**src/rtl/enemy_pkg.sv**
```systemverilog
// Shared definitions for the enemy formation block and its neighbours
// (renderer, bullet-spawn logic).
package enemy_pkg;

  typedef enum logic [1:0] {
    MOVE    = 2'd0,
    DESCEND = 2'd1,
    HALT    = 2'd2
  } state_t;

  localparam int POS_W = 10;

  // Default geometry; the renderer uses the same values to draw the sprites.
  localparam int DEF_COL_PITCH = 36;
  localparam int DEF_ENEMY_W   = 24;

  // Width needed to hold a column index, never less than one bit.
  function automatic int idx_width(input int n);
    return (n > 1) ? $clog2(n) : 1;
  endfunction

endpackage

```
**src/rtl/enemy_formation_ctrl_alive_extent.sv**
```systemverilog
// Combinational extent finder: lowest and highest alive column, the number of
// alive columns and whether any column is alive at all.
module alive_extent
  import enemy_pkg::*;
#(
  parameter int COLS  = 8,
  parameter int IDX_W = idx_width(COLS),
  parameter int N_W   = $clog2(COLS + 1)
) (
  input  logic [COLS-1:0]  alive_mask,
  output logic [IDX_W-1:0] l_idx,
  output logic [IDX_W-1:0] r_idx,
  output logic [N_W-1:0]   n_alive,
  output logic             any_alive
);

  // Scan the mask once: the last hit scanning down is the lowest set bit,
  // the last hit scanning up is the highest set bit.
  always_comb begin
    l_idx   = '0;
    r_idx   = '0;
    n_alive = '0;
    for (int i = COLS - 1; i >= 0; i--) begin
      if (alive_mask[i]) begin
        l_idx = IDX_W'(i);
      end
    end
    for (int i = 0; i < COLS; i++) begin
      if (alive_mask[i]) begin
        r_idx   = IDX_W'(i);
        n_alive = n_alive + N_W'(1);
      end
    end
  end

  assign any_alive = |alive_mask;

endmodule

```
**src/rtl/enemy_formation_ctrl.sv**
```systemverilog
// Enemy formation controller: marches the formation between the rims, steps
// it down at each rim hit and speeds up as columns are destroyed.
module enemy_formation_ctrl
  import enemy_pkg::*;
#(
  parameter int COLS             = 8,
  parameter int COL_PITCH        = DEF_COL_PITCH,
  parameter int ENEMY_W          = DEF_ENEMY_W,
  parameter int STEP_X           = 12,
  parameter int STEP_Y           = 12,
  parameter int LEFT_RIM         = 36,
  parameter int RIGHT_RIM        = 630,
  parameter int INIT_X           = 36,
  parameter int INIT_Y           = 0,
  parameter int BOTTOM_Y         = 72,
  parameter int MIN_PERIOD       = 2,
  parameter int PERIOD_PER_ENEMY = 1,
  parameter int CNT_W            = 24
) (
  input  logic             clk,
  input  logic             reset,
  input  logic [COLS-1:0]  alive_mask,
  output logic [POS_W-1:0] posX,
  output logic [POS_W-1:0] posY,
  output logic             direction,
  output logic             endgame,
  output logic             all_dead
);

  localparam int IDX_W = idx_width(COLS);
  localparam int N_W   = $clog2(COLS + 1);
  // Rim arithmetic is done wide enough that nothing wraps and no subtraction
  // is ever needed.
  localparam int EXT_W = 12;

  state_t           state_q, state_d;
  logic [POS_W-1:0] posx_q, posx_d;
  logic [POS_W-1:0] posy_q, posy_d;
  logic             dir_q, dir_d;
  logic             endgame_q, endgame_d;
  logic             all_dead_q, all_dead_d;
  logic [CNT_W-1:0] cnt_q, cnt_d;

  logic [IDX_W-1:0] l_idx, r_idx;
  logic [N_W-1:0]   n_alive;
  logic             any_alive;

  logic [CNT_W-1:0] period;
  logic             step_fire;
  logic [EXT_W-1:0] right_edge, left_edge, next_y;
  logic             hit_right, hit_left;

  alive_extent #(
    .COLS (COLS)
  ) u_extent (
    .alive_mask (alive_mask),
    .l_idx      (l_idx),
    .r_idx      (r_idx),
    .n_alive    (n_alive),
    .any_alive  (any_alive)
  );

  // Fewer survivors means a shorter step period. The ">=" compare below
  // (written as cnt+1 >= period) never misses if the period shrinks mid-count.
  assign period    = CNT_W'(MIN_PERIOD) + CNT_W'(n_alive) * CNT_W'(PERIOD_PER_ENEMY);
  assign step_fire = (state_q != HALT) && ((cnt_q + CNT_W'(1)) >= period);

  assign right_edge = EXT_W'(posx_q) + EXT_W'(r_idx) * EXT_W'(COL_PITCH)
                    + EXT_W'(ENEMY_W + STEP_X);
  assign left_edge  = EXT_W'(posx_q) + EXT_W'(l_idx) * EXT_W'(COL_PITCH);
  assign hit_right  = right_edge > EXT_W'(RIGHT_RIM);
  assign hit_left   = left_edge < EXT_W'(LEFT_RIM + STEP_X);
  assign next_y     = EXT_W'(posy_q) + EXT_W'(STEP_Y);

  // Next-state and next-output logic; every decision waits for a step cycle.
  always_comb begin
    state_d    = state_q;
    posx_d     = posx_q;
    posy_d     = posy_q;
    dir_d      = dir_q;
    endgame_d  = endgame_q;
    all_dead_d = all_dead_q;
    cnt_d      = cnt_q;
    if (state_q != HALT) begin
      if (!step_fire) begin
        cnt_d = cnt_q + CNT_W'(1);
      end else begin
        cnt_d = '0;
        case (state_q)
          MOVE: begin
            if (!any_alive) begin
              all_dead_d = 1'b1;
              state_d    = HALT;
            end else if (dir_q && hit_right) begin
              state_d = DESCEND;
            end else if (!dir_q && hit_left) begin
              state_d = DESCEND;
            end else if (dir_q) begin
              posx_d = posx_q + POS_W'(STEP_X);
            end else begin
              posx_d = posx_q - POS_W'(STEP_X);
            end
          end
          DESCEND: begin
            posy_d = POS_W'(next_y);
            dir_d  = ~dir_q;
            if (next_y >= EXT_W'(BOTTOM_Y)) begin
              endgame_d = 1'b1;
              state_d   = HALT;
            end else begin
              state_d = MOVE;
            end
          end
          default: begin
            state_d = HALT;
          end
        endcase
      end
    end
  end

  // State and datapath registers; reset drops everything back immediately.
  always_ff @(posedge clk or negedge reset) begin
    if (!reset) begin
      state_q    <= MOVE;
      posx_q     <= POS_W'(INIT_X);
      posy_q     <= POS_W'(INIT_Y);
      dir_q      <= 1'b1;
      endgame_q  <= 1'b0;
      all_dead_q <= 1'b0;
      cnt_q      <= '0;
    end else begin
      state_q    <= state_d;
      posx_q     <= posx_d;
      posy_q     <= posy_d;
      dir_q      <= dir_d;
      endgame_q  <= endgame_d;
      all_dead_q <= all_dead_d;
      cnt_q      <= cnt_d;
    end
  end

  assign posX      = posx_q;
  assign posY      = posy_q;
  assign direction = dir_q;
  assign endgame   = endgame_q;
  assign all_dead  = all_dead_q;

endmodule

```
**config.mk**
```make
export PLATFORM = sky130hd
export DESIGN_NAME = enemy_formation_ctrl
export DESIGN_NICKNAME = d
export VERILOG_FILES = /design/src/rtl/enemy_pkg.sv /design/src/rtl/enemy_formation_ctrl_alive_extent.sv /design/src/rtl/enemy_formation_ctrl.sv
export SDC_FILE = /design/constraint.sdc
export NUM_CORES = 1
export LEC_CHECK = 0
export ABC_AREA = 0
export CORE_ASPECT_RATIO = 1.25
export CORE_UTILIZATION = 59
export DETAILED_ROUTE_END_ITERATION = 12
export PLACE_DENSITY = 0.81
export REMOVE_ABC_BUFFERS = 1
export SLEW_MARGIN = 25
export SYNTH_ARGS = -nofsm -noshare
export SYNTH_HDL_FRONTEND = slang
export SYNTH_SLANG_ARGS = --single-unit
```
**constraint.sdc**
```tcl
create_clock -name clk -period 4.02 [get_ports clk]
set_input_delay 0.402 -clock clk [delete_from_list [all_inputs] [get_ports clk]]
set_output_delay 0.402 -clock clk [all_outputs]
set_load 0.005 [all_outputs]
```
# Yosys cells after proc, flatten, opt, wreduce, memory -nomap -nowiden
# Index checks and enable logic that the tools add are counted.
[totals]
reg_bits = 49
inputBits = 10
out_inout_bits = 23
word_cells = 76
[op_classes]
add_sub_neg = 15
mul = 2
magnitude_cmp = 4
n_eq_ne = 3
n_mux = 30
n_bitwise = 4
reduce_logical = 11
[ops]
columns = ["op", "count"]
rows = [
  ["$mux 3", 12],
  ["$mux 4", 7],
  ["$add 24x1->24 const B", 1],
  ["$add 4x1->4 const B", 6],
  ["$ge 24x5->1", 1],
  ["$mux 24", 1],
  ["$add 10x9->11", 2],
  ["$mul 3x4->7 const B", 2],
  ["$add 11x6->12 const B", 1],
  ["$gt 12x10->1 const B", 1],
  ["$mux 2", 6],
  ["$add 10x4->11 const B", 1],
  ["$ge 11x7->1 const B", 1],
  ["$lt 11x6->1 const B", 1],
  ["$add 10x4->10 const B", 1],
  ["$mux 10", 1],
  ["$sub 10x4->10 const B", 1],
  ["$reduce_and 4->1", 2],
  ["$reduce_or 8->1", 1],
  ["$reduce_and 3->1", 2],
  ["$reduce_and 6->1", 1],
  ["$add 2x4->5 const A", 1],
  ["$ne 4x4->1 const B", 1],
  ["$not 1->1", 4],
  ["other kinds (8)", 11],
]

# Logic depth before layout (Yosys ltp)
[depth]
word_depth = 19
ltp_mapped = 27
ltp_nobuf = 26

# Hierarchy
# From an unflattened synthesis, not the netlist that was laid out.
[unflattened]
cells_unflattened = 441
hier_area_um2 = 3987.6
[modules_own_cells]
columns = ["mod", "n_inst", "cells_per_inst", "area_per_inst_um2", "seq_area_each_um2"]
rows = [
  ["enemy_formation_ctrl", 1, 324, 3120.5, 1129.8],
  ["alive_extent", 1, 117, 867.1, 0.0],
]

# Worst setup path after synthesis
# OpenSTA, ideal clock, no wires.
[synth_path]
path_kind = "input-to-reg"
start = "in alive_mask[0]"
end = "reg posx_q[4], in the netlist posX[4]"
setup_time_ns = 0.125
arrival_time_ns = 5.372
required_time_ns = 3.895
path_slack_ns = -1.477
path_stages = 27
path_buffers = 1
path_cell_list = "inv_1 > ha_1 > xnor2_1 > inv_1 > ha_1 > nand2b_1 > o31ai_1 > xnor2_1 > mux2_2 > ha_1 > mux2i_1 > xnor2_1 > a21oi_1 > ha_1 > nand2_1 > xor2_1 > xor2_1 > ha_1 > xor2_1 > ha_1 > o21ai_0 > a21oi_1 > or4_4 > nor2_4 > or3_1 > buf_6 > mux2_4"
[synth_via]
elab_chain_cells = 19
word_cells_on_any_way = 26
classes_between = "add/sub (9); mul (1); order compare (2); mux (9); bitwise (1); reduce/logical (4)"
[synth_rtl]
columns = ["item", "line", "source"]
rows = [
  ["from (decl)", "enemy_formation_ctrl.sv:22", "input logic [COLS-1:0] alive_mask,"],
  ["$mux 1", "enemy_formation_ctrl_alive_extent.sv:29", "if (alive_mask[i]) begin"],
  ["$add 1x1->2", "enemy_formation_ctrl_alive_extent.sv:31", "n_alive = n_alive + N_W'(1);"],
  ["$mux 4", "enemy_formation_ctrl_alive_extent.sv:29", ""],
  ["$add 4x1->4", "enemy_formation_ctrl_alive_extent.sv:31", ""],
  ["$mux 4", "enemy_formation_ctrl_alive_extent.sv:29", ""],
  ["$add 4x1->4", "enemy_formation_ctrl_alive_extent.sv:31", ""],
  ["$mux 4", "enemy_formation_ctrl_alive_extent.sv:29", ""],
  ["$add 4x1->4", "enemy_formation_ctrl_alive_extent.sv:31", ""],
  ["(+3 left out)", "n/a", ""],
  ["$add 4x1->4", "enemy_formation_ctrl_alive_extent.sv:31", ""],
  ["$mux 4", "enemy_formation_ctrl_alive_extent.sv:29", ""],
  ["$add 4x1->4", "enemy_formation_ctrl_alive_extent.sv:31", ""],
  ["$mux 4", "enemy_formation_ctrl_alive_extent.sv:29", ""],
  ["$add 2x4->5", "enemy_formation_ctrl.sv:65", "assign period = CNT_W'(MIN_PERIOD) + CNT_W'(n_alive) * CNT_W'(PERIOD_PER_ENEMY);"],
  ["$ge 24x5->1", "enemy_formation_ctrl.sv:66", "assign step_fire = (state_q != HALT) && ((cnt_q + CNT_W'(1)) >= period);"],
  ["$logic_and 1x1->1", "enemy_formation_ctrl.sv:66", ""],
  ["$reduce_and 6->1 (no line) (*)", "n/a", ""],
  ["to (signal assigned)", "enemy_formation_ctrl.sv:126", "posx_q <= POS_W'(INIT_X);"],
  ["to (signal assigned)", "enemy_formation_ctrl.sv:134", "posx_q <= posx_d;"],
  ["to (decl)", "enemy_formation_ctrl.sv:37", "logic [POS_W-1:0] posx_q, posx_d;"],
]
# Mark *: on every way between the ends. The rest lies on a longest branch, timed or not.
# A chain may end at the register's enable or synchronous reset.

# Final worst setup path
[layout_path]
start = "in alive_mask[0]"
end = "reg posx_q[7], in the netlist posX[7]"
# The elaborated chain is that of the path after synthesis.

==> results.md <==
- CTS buffer count: 5
- Area growth syn-to-layout: 27.6%
- Worst EP arrival: 5.28 ns
- TritonCTS clock tree: yes
- Post-DP HPWL: 6320 um
- CP required: 4.21 ns
- Commonest non-fill, non-tap cells in the layout: buf_4 (55), dfrtp_1 (42), nand2_1 (39), ha_1 (34), nor2_1 (28)
- Dpl ws: -2.02 ns
- Die ar.: 6920 um2
- Hold-fix buffers, CTS: 0
- Cell Int Power: 0.00106 W
- Remaining DRCs: 0
- Sequential power share: 0.275
- Sw frac: 0.356
- Worst-case clock skew: 0.0100 ns
- Core Area: 6290 um2
- Post-synth top flop: dfrtp_1
- FILL cells: 409
- Antenna-violating nets left: 0
- Reg clk slew, reported paths: 0.08 ns
- Hold Crit Class: in2async
- Starting DRT DRC Count: 236
- Leak: 2.27 nW
- I/O Pins: 33
- Critical path endpoint category: register
- Clock power share: 0.173
- Hold Fails Final Rpt: 0
- #FFs+latches synth: 45
- Largest net degree at the start of global routing: 46
- Largest cells by area after synthesis: dfrtp_1 (27%), ha_1 (13%), xnor2_1 (6.1%)
- Slew HR: 0.617
- Leading cell type in the layout, fill and taps excluded: buf_4
- Layout net count: 573
- Total gr overflow: 0
- Cell variety after synth: 61
- Mapped Cells: 444
- Bufs on Longest Clock Path: 2
- Worst-margin pin slew: 0.575 ns
- Final Routed Wirelength: 10100 um
- Endpoints failing setup: 26
- Fin crit share: 1.27
- Die X: 74.6 um
- First-pass DRT Iterations: 5
- Sw power: 0.000585 W
- Seq/Total Area, Yosys: 0.291
- Synth Area per Inst: 8.76 um2
- Setup tns final: -25.67 ns
- Pwr dens: 331 nW/um2
- Core Rows: 32
- Clk Latency, worst-skew pair: 0.30 ns
- Post-synth ARST share: 1.00
- Wire per inst: 16.7 um
- GPL Wtd Cong: 0.840
- Leading area contributor after synthesis: dfrtp_1
- H-tree depth: 2
- Synth top area share: 0.270
- Initial antenna violation count: 0
- Diode count: 0
- Final min period: 5.09 ns
- Pins Over Slew Limit: 0
- Combinational share of power: 0.551
- EDFF count, synth: 0
- Clock root buffer: clkbuf_8
- Startpoint Class: input pin
- Vias per cell: 6.07
- RSZ-0062 raised after global routing: yes
- Peak fanout along the critical path: 5
- Run status: complete, but fails checks
- Initial Util: 0.619
- Mapped Area: 3890 um2
- Synth warnings: 0
- Max rail drop VDD: 0.439 mV
- Final setup margin: -1.07 ns
- Share of post-route cells with drive strength above 1: 0.223
- PortBufs: 28
- FMAX: 0.196 GHz
- Sinks on the clock net: 45
- First-pass GRT wire length: 15500 um
- Violated checks: setup timing
- Max cap viols: 0
- Worst Setup Path Type: in2reg
- Vias in the first global route: 3454
- Die Y: 92.8 um
- Via Count: 3676
- Total track usage: 0.285
[worst paths after layout]
kind,depth (start not counted),from,to,slack (ns)
hold / removal,1,reset,cnt_q[22],0.08
min in group clk,2,endgame,endgame,0.48
setup reg to reg,13,posX[5],posX[9],0.44
hold reg to reg,2,endgame,endgame,0.48
max in group asynchronous,1,reset,posX[5],3.53
setup / recovery,27,alive_mask[0],posX[7],-1.07
[cell usage after synthesis, drive strengths merged (3+ instances only)]
master / count
nor2: 30
dfstp: 3
dfrtp: 42
and2: 21
nand2b: 4
a21o: 5
nor3: 12
o21ai: 12
mux2: 6
a211oi: 4
nor3b: 4
ha: 40
inv: 29
nand2: 40
nand3: 16
and3: 5
a21oi: 14
clkbuf: 12
o2bb2ai: 3
o21a: 5
nand4b: 4
o31ai: 3
and4: 4
nor4b: 4
or3: 3
buf: 9
nand4: 6
nor4: 8
o22ai: 4
o41ai: 4
or4: 3
xnor2: 27
mux2i: 5
nor2b: 7
xor2: 18
[routing by layer]
metal / global-route usage / wire length (um) / vias to the layer above
met5: 0 / 0 / -
met4: 0.0896 / 345 / 0
met3: 0.0359 / 351 / 39
met2: 0.495 / 5310 / 100
met1: 0.361 / 4110 / 1810
li1: - / - / 1727
[what timing repair did]
action | 4_1_cts | 5_1_grt
setup buffers | 11 | 1
endpoints found under the setup margin | 26 | 26
resized for setup | 44 | 27
pin swaps | 17 | 15
[cells by family (layout without fill, tap and decap cells)]
group | after synthesis | count (layout) | share of synthesized area
other | 1 | 4 | 0.000964
adders and majority gates | 42 | 42 | 0.139
muxes | 11 | 11 | 0.0341
AOI/OAI and AO/OA | 75 | 75 | 0.135
xor gates and xnor gates | 45 | 45 | 0.101
and+or+nand+nor | 175 | 175 | 0.243
buffers and inverters | 50 | 124 | 0.0563
DFF | 45 | 45 | 0.291
[worst max-delay path, cell delays in order]
cell      delay [ns]
buf_8           0.08
inv_6           0.03
ha_4            0.25
xnor2_4         0.19
inv_2           0.08
ha_4            0.26
nand2b_4        0.12
o31ai_4         0.08
xnor2_2         0.16
mux2_4          0.28
ha_4            0.28
mux2i_4         0.06
xnor2_1         0.14
a21oi_1         0.19
ha_2            0.21
nand2_2         0.06
xor2_2          0.17
xor2_1          0.23
ha_2            0.21
xor2_1          0.15
ha_1            0.26
o21ai_2         0.14
a21oi_1         0.06
or4_4           0.53
nor2_4          0.16
or3_4           0.20
mux2_4          0.30
[stage by stage]
stage | cell area, um2 | cells | hold WS [ns] | total power (W) | util
2_1_floorplan | 3790 | 426 | 0.106 | 0.000828 | -
3_3_place_gp | 4530 | 587 | 0.469 | 0.00101 | 0.721
3_5_place_dp | 4530 | 587 | 0.459 | 0.00103 | 0.721
4_1_cts | 4830 | 605 | 0.282 | 0.00151 | 0.768
5_1_grt | 4960 | 606 | 0.123 | 0.00174 | 0.790
6_report | 4960 | 606 | 0.0811 | 0.00164 | 0.790
[power by group through the flow]
stage	Clock, W	Sequential [W]	Combinational, W
after floorplan	0	0.000461	0.000367
after global placement	0	0.000461	0.000551
after detailed placement	0	0.000461	0.000571
after CTS	0.000290	0.000452	0.000765
after global routing	0.000307	0.000452	0.000979
final	0.000285	0.000452	0.000905
[layout make-up]
cell class              count  area (um2)  share of cell area
clock buffers               7        86.3              0.0174
inverters                  29         116              0.0234
multi-input cells         352        2770               0.557
flip-flops and latches     45        1130               0.228
well taps                  85         106              0.0214
repair buffers             88         759               0.153
[registers in the layout, summed over array words and instances (netlist names)]
name and count:
posY 8, cnt_q 24, endgame 1, state_q 2
posX 8, all_dead 1, direction 1
Power figures use the tool's default switching activity.
